[src/rtl/ce_pkg.sv]
// Shared channel-estimation definitions: sequencer states, job-size defaults
// and the fftpts power-of-two check used by every CE block that takes fftpts_in.
package ce_pkg;

  localparam int NANT_MAX_DEF = 8;
  localparam int NUE_MAX_DEF  = 4;

  localparam int ANT_W  = 4;
  localparam int UE_W   = 3;
  localparam int ADDR_W = 12;

  typedef enum logic [1:0] {
    ST_IDLE,
    ST_RUN,
    ST_GAP,
    ST_DONE
  } ce_state_e;

  function automatic logic is_pow2(input logic [11:0] x);
    return (x != 12'd0) && ((x & (x - 12'd1)) == 12'd0);
  endfunction

endpackage

[src/rtl/ce_ls_seq.sv]
// LS-stage read sequencer: one command frame of fftpts sample addresses per
// (antenna, UE) pair, antenna outer / UE inner, with GAP idle cycles between frames.
module ce_ls_seq
  import ce_pkg::*;
#(
  parameter int NANT_MAX = NANT_MAX_DEF,
  parameter int NUE_MAX  = NUE_MAX_DEF,
  parameter int GAP      = 2
) (
  input  logic              clk,
  input  logic              rst_n,
  input  logic              start,
  input  logic              abort,
  input  logic [ANT_W-1:0]  cfg_nant,
  input  logic [UE_W-1:0]   cfg_nue,
  input  logic [ADDR_W-1:0] fftpts_in,
  output logic              cmd_valid,
  input  logic              cmd_ready,
  output logic [ADDR_W-1:0] cmd_addr,
  output logic [ANT_W-1:0]  cmd_ant,
  output logic [UE_W-1:0]   cmd_ue,
  output logic              cmd_sop,
  output logic              cmd_eop,
  output logic              cmd_last,
  output logic              busy,
  output logic              done,
  output logic              cfg_err
);

  localparam int GAP_W = (GAP > 1) ? $clog2(GAP) : 1;

  ce_state_e         state;
  logic [ANT_W-1:0]  lat_nant;
  logic [UE_W-1:0]   lat_nue;
  logic [ADDR_W-1:0] lat_fft;
  logic [GAP_W-1:0]  gap_cnt;

  logic              cfg_ok;
  logic              xfer;
  logic              last_ant;
  logic              last_ue;
  logic [ADDR_W-1:0] addr_nxt;
  logic              eop_nxt;

  assign cfg_ok = (cfg_nant != '0) && (int'(cfg_nant) <= NANT_MAX) &&
                  (cfg_nue != '0) && (int'(cfg_nue) <= NUE_MAX) &&
                  is_pow2(fftpts_in) && (fftpts_in >= 12'd2);

  assign xfer     = cmd_valid && cmd_ready;
  assign last_ant = (cmd_ant == lat_nant - 4'd1);
  assign last_ue  = (cmd_ue == lat_nue - 3'd1);
  assign addr_nxt = cmd_addr + 12'd1;
  assign eop_nxt  = (addr_nxt == lat_fft - 12'd1);

  // The cmd_addr/cmd_ant/cmd_ue registers double as the walk counters, so the
  // presented beat and the sequencer position can never disagree during a stall.
  always_ff @(posedge clk or negedge rst_n) begin
    if (!rst_n) begin
      state     <= ST_IDLE;
      lat_nant  <= '0;
      lat_nue   <= '0;
      lat_fft   <= '0;
      gap_cnt   <= '0;
      cmd_valid <= 1'b0;
      cmd_addr  <= '0;
      cmd_ant   <= '0;
      cmd_ue    <= '0;
      cmd_sop   <= 1'b0;
      cmd_eop   <= 1'b0;
      cmd_last  <= 1'b0;
      busy      <= 1'b0;
      done      <= 1'b0;
      cfg_err   <= 1'b0;
    end else if (abort && state != ST_IDLE) begin
      state     <= ST_IDLE;
      lat_nant  <= '0;
      lat_nue   <= '0;
      lat_fft   <= '0;
      gap_cnt   <= '0;
      cmd_valid <= 1'b0;
      cmd_addr  <= '0;
      cmd_ant   <= '0;
      cmd_ue    <= '0;
      cmd_sop   <= 1'b0;
      cmd_eop   <= 1'b0;
      cmd_last  <= 1'b0;
      busy      <= 1'b0;
      done      <= 1'b0;
      cfg_err   <= 1'b0;
    end else begin
      case (state)
        ST_IDLE: begin
          cfg_err <= 1'b0;
          done    <= 1'b0;
          if (start) begin
            if (cfg_ok) begin
              lat_nant  <= cfg_nant;
              lat_nue   <= cfg_nue;
              lat_fft   <= fftpts_in;
              state     <= ST_RUN;
              cmd_valid <= 1'b1;
              cmd_addr  <= '0;
              cmd_ant   <= '0;
              cmd_ue    <= '0;
              cmd_sop   <= 1'b1;
              cmd_eop   <= 1'b0;
              cmd_last  <= 1'b0;
              busy      <= 1'b1;
            end else begin
              cfg_err <= 1'b1;
            end
          end
        end

        ST_RUN: begin
          if (xfer) begin
            if (cmd_last) begin
              state     <= ST_DONE;
              cmd_valid <= 1'b0;
              cmd_addr  <= '0;
              cmd_ant   <= '0;
              cmd_ue    <= '0;
              cmd_sop   <= 1'b0;
              cmd_eop   <= 1'b0;
              cmd_last  <= 1'b0;
              done      <= 1'b1;
            end else if (cmd_eop) begin
              cmd_addr <= '0;
              cmd_sop  <= 1'b1;
              cmd_eop  <= 1'b0;
              cmd_last <= 1'b0;
              if (last_ue) begin
                cmd_ue  <= '0;
                cmd_ant <= cmd_ant + 4'd1;
              end else begin
                cmd_ue <= cmd_ue + 3'd1;
              end
              if (GAP == 0) begin
                cmd_valid <= 1'b1;
              end else begin
                state     <= ST_GAP;
                cmd_valid <= 1'b0;
                gap_cnt   <= GAP_W'(GAP - 1);
              end
            end else begin
              cmd_addr <= addr_nxt;
              cmd_sop  <= 1'b0;
              cmd_eop  <= eop_nxt;
              cmd_last <= eop_nxt && last_ant && last_ue;
            end
          end
        end

        ST_GAP: begin
          if (gap_cnt == '0) begin
            state     <= ST_RUN;
            cmd_valid <= 1'b1;
          end else begin
            gap_cnt <= gap_cnt - 1'b1;
          end
        end

        ST_DONE: begin
          state    <= ST_IDLE;
          done     <= 1'b0;
          busy     <= 1'b0;
          lat_nant <= '0;
          lat_nue  <= '0;
          lat_fft  <= '0;
        end

        default: state <= ST_IDLE;
      endcase
    end
  end

endmodule

[config.mk]
export PLATFORM = sky130hd
export DESIGN_NAME = ce_ls_seq
export DESIGN_NICKNAME = d
export VERILOG_FILES = /design/src/rtl/ce_pkg.sv /design/src/rtl/ce_ls_seq.sv
export SDC_FILE = /design/constraint.sdc
export NUM_CORES = 1
export LEC_CHECK = 0
export ABC_CLOCK_PERIOD_IN_PS = 2950
export CORE_ASPECT_RATIO = 0.7
export CORE_MARGIN = 2
export CORE_UTILIZATION = 54
export DETAILED_ROUTE_END_ITERATION = 16
export GPL_ROUTABILITY_DRIVEN = 0
export PLACE_DENSITY = 0.8
export SYNTH_ARGS = -nofsm -noshare
export SYNTH_HDL_FRONTEND = slang
export SYNTH_SLANG_ARGS = --single-unit
[constraint.sdc]
create_clock -name clk -period 2.95 [get_ports clk]
set_clock_uncertainty 0.2 [all_clocks]
set_input_delay 0.295 -clock clk [delete_from_list [all_inputs] [get_ports clk]]
set_output_delay 0.295 -clock clk [all_outputs]
set_load 0.005 [all_outputs]
==> summary.txt <==
Clock tree
  • Sink Count: 48
  • CTS buffer count: 5
  • Clk pin slew, worst setup/hold paths: 100 ps
  • Post_cts resized: 0
  • Clk buf depth: 2
  • CTS Root Cell: clkbuf_8
  • CTS tree: built
  • Post-CTS Setup Bufs: 0
  • Hold-fix buffers at CTS: 1
  • Htree depth: 2
  • Worst skew pair latency: 290 ps

Critical path
  • Buffers & Inverters on Critical Path: 0
  • Worst-path cell chain: ha_1, nand3_2, or3_1, and2_1, xnor2_1, a221o_1, a2111o_1, o31ai_2
  • Worst setup EP type: flip-flop
  • Crit Path Max Fanout: 5
  • Worst r2r path cells: 8
  • R2R Path Start: cmd_addr[1]
  • CP startpoint kind: flip-flop
  • Worst stage delay on the critical path: 430 ps
  • CP required: 2970 ps
  • Critical-path top delay cell: or3_1
  • R2R Path End: cmd_last
  • Critical path arrival: 2750 ps
  • Critical path class: flip-flop to flip-flop
  • Worst R2R Setup Slack: 220 ps
  • Largest delay share family, worst path: compound AO/OA/AOI/OAI gates

Floorplanning
  • Die Y: 68.1 um
  • Site Rows: 23
  • Die width: 95.6 um
  • Initial Util: 55.7%
  • Die area: 6520 um2
  • Core area: 5700 um2
  • Ports: 50

Global routing
  • Largest net degree at the start of global routing: 32
  • Overflow after GRT: 0
  • Global-route usage over all layers: 26.0%
  • Vias in the first global route: 2800
  • Initial antenna violation count: 0
  • First-pass GRT wire length: 13200 um

Flow run
  • Max Cap Violations: 0

Routing
  • DR top layer: met4
  • Number of routed nets with antenna violations: 0
  • Drt initial violations: 210
  • Wire per inst: 15.7 um
  • Drt total wl: 7870 um
  • # DRC: 0
  • Met1 Wirelength: 3810 um
  • Routed via count: 2962
  • Routed wl met2: 3380 um
  • Vias per cell: 5.92
  • First-pass iteration count of the detailed router: 5
  • Metal3 WL: 600 um

Yosys
  • Commonest cells in the netlist: 48 x dfrtp_1, 46 x o21ai_0, 30 x xnor2_1
  • Top post-synthesis cells by area: dfrtp_1 38%, xnor2_1 8.3%, o21ai_0 7.3%
  • Synth area leader: dfrtp_1
  • Top-count cell post-synth: dfrtp_1
  • Netlist cell types: 54
  • Share of the synthesized area in the top cell type: 37.8%
  • Avg Cell Area, Syn: 8.87 um2
  • #FFs+latches synth: 48
  • Synth warn: 0
  • Top FF cell, synth: dfrtp_1
  • EDFF count, synth: 0
  • Asr flop ratio synth: 100%
  • Gate Count Post-Synth: 358
  • Sequential share of the synthesized area: 37.8%
  • Post-synthesis instance area: 3170 um2
  • Syn_nets: 392

STA
  • Slew Limit Fails: 0
  • RSZ-0062 raised after global routing: false
  • Final setup viols: 0
  • Final Hold Vio Count: 0
  • Slew HR: 26.7%
  • Max Clock Freq: 0.366 GHz
  • Actual slew at the worst max-slew pin: 1100 ps
  • Fin crit share: 92.5%
  • Crit path time final: 2730 ps

Hold path
  • Hold Path Class: primary input to asynchronous set/reset pin

Outcome
  • Status: completed

Layout
  • Layout cells sized above 1: 11.1%
  • P&R area growth vs syn: 25.8%
  • Nets: 458
  • Ant diodes: 0
  • Final Cell Area: 3990 um2

Power and ir drop
  • PnR Total Power: 3.32 mW
  • Leak Pwr: 1.66 nW
  • Max VDD drop: 0.000566 V
  • Pwr Density: 830 nW/um2

Placement
  • Placed Instance Area: 3880 um2
  • HPWL Detailed: 6010 um
  • Number of buffers inserted by port buffering: 49
[cell families (layout without fill, tap and decap cells)]
group,after synthesis,after routing,synth area share [%]
fa+ha+maj,11,11,4.26
buf+inv,39,106,5.05
simple gates,128,128,22.0
flops,48,48,37.8
mux,9,9,3.04
xor+xnor,39,39,10.8
compound gates,84,84,17.1
[metal layers]
metal  global-route usage (%)  up-vias
li1                         -     1418
met1                     39.0     1402
met2                     39.5      133
met3                     4.41        9
met4                     5.54        0
met5                        0        -
[power by group]
part           total, mW  internal, mW  switching (mW)
combinational       1.83         0.852           0.975
sequential          1.02         0.842           0.180
clock              0.468         0.252           0.216
[stage by stage]
stage	hold WS, ps	worst slack [ps]	util [%]	setup TNS (ps)	instances
final	289	220	70.1	0	500
after global routing	314	112	70.1	0	500
after CTS	295	224	70.1	0	500
after detailed placement	95.3	-18.0	68.0	-18.0	491
after global placement	92.4	93.8	68.0	0	491
after floorplan	-201	253	-	0	358
[worst reg2reg max path, cell delays in order (launching register included)]
cell	delay, ps
dfrtp_1	380
ha_1	260
nand3_2	130
or3_1	430
and2_1	210
xnor2_1	130
a221o_1	290
a2111o_1	410
o31ai_2	220
[state kept, by name, summed over array words and instances (netlist names), 2 cells and up]
| register | flops |
|---|---|
| lat_fft | 12 |
| cmd_ue | 3 |
| lat_nant | 4 |
| state | 2 |
| cmd_ant | 4 |
| lat_nue | 3 |
| cmd_addr | 12 |
[area by class of cell]
cell class,count,area [um2]
fillers,455,1700
flip-flops and latches,48,1200
clock inverters,2,35.0
clock buffers,6,72.6
repair buffers,73,681
multi-input cells,271,1820
well taps,75,93.8
inverters,25,93.8
[cells in the final DEF (no fill, tap or decap), types with 5 or more instances in the layout]
cell type / synthesis / layout
dfrtp_1: 48 / 48
clkdlybuf4s50_1: 0 / 48
o21ai_0: 46 / 46
xnor2_1: 30 / 30
nand3_1: 29 / 29
inv_1: 25 / 25
nor2_1: 24 / 24
buf_4: 0 / 22
nand2_1: 19 / 19
nor3_1: 10 / 10
ha_1: 10 / 10
xor2_1: 9 / 9
nand2b_1: 8 / 8
a21oi_1: 9 / 8
and3_1: 7 / 7
nand4_1: 6 / 6
o31ai_1: 5 / 5
mux2_2: 5 / 5
clkbuf_8: 0 / 5
[worst max-delay path by stage]
stage | to | start | slack (ps) | depth (start not counted)
finish | cmd_last | cmd_addr[1] | 220 | 8
CTS | cmd_last | cmd_addr[1] | 220 | 8
global placement | cmd_addr[6] | fftpts_in[4] | 90 | 8
floorplan | cmd_last | cmd_addr[0] | 250 | 8
global route | cmd_addr[6] | fftpts_in[3] | 110 | 9
detailed placement | cmd_addr[6] | fftpts_in[0] | -20 | 8
Note: power is estimated with default switching activity, not from simulation.
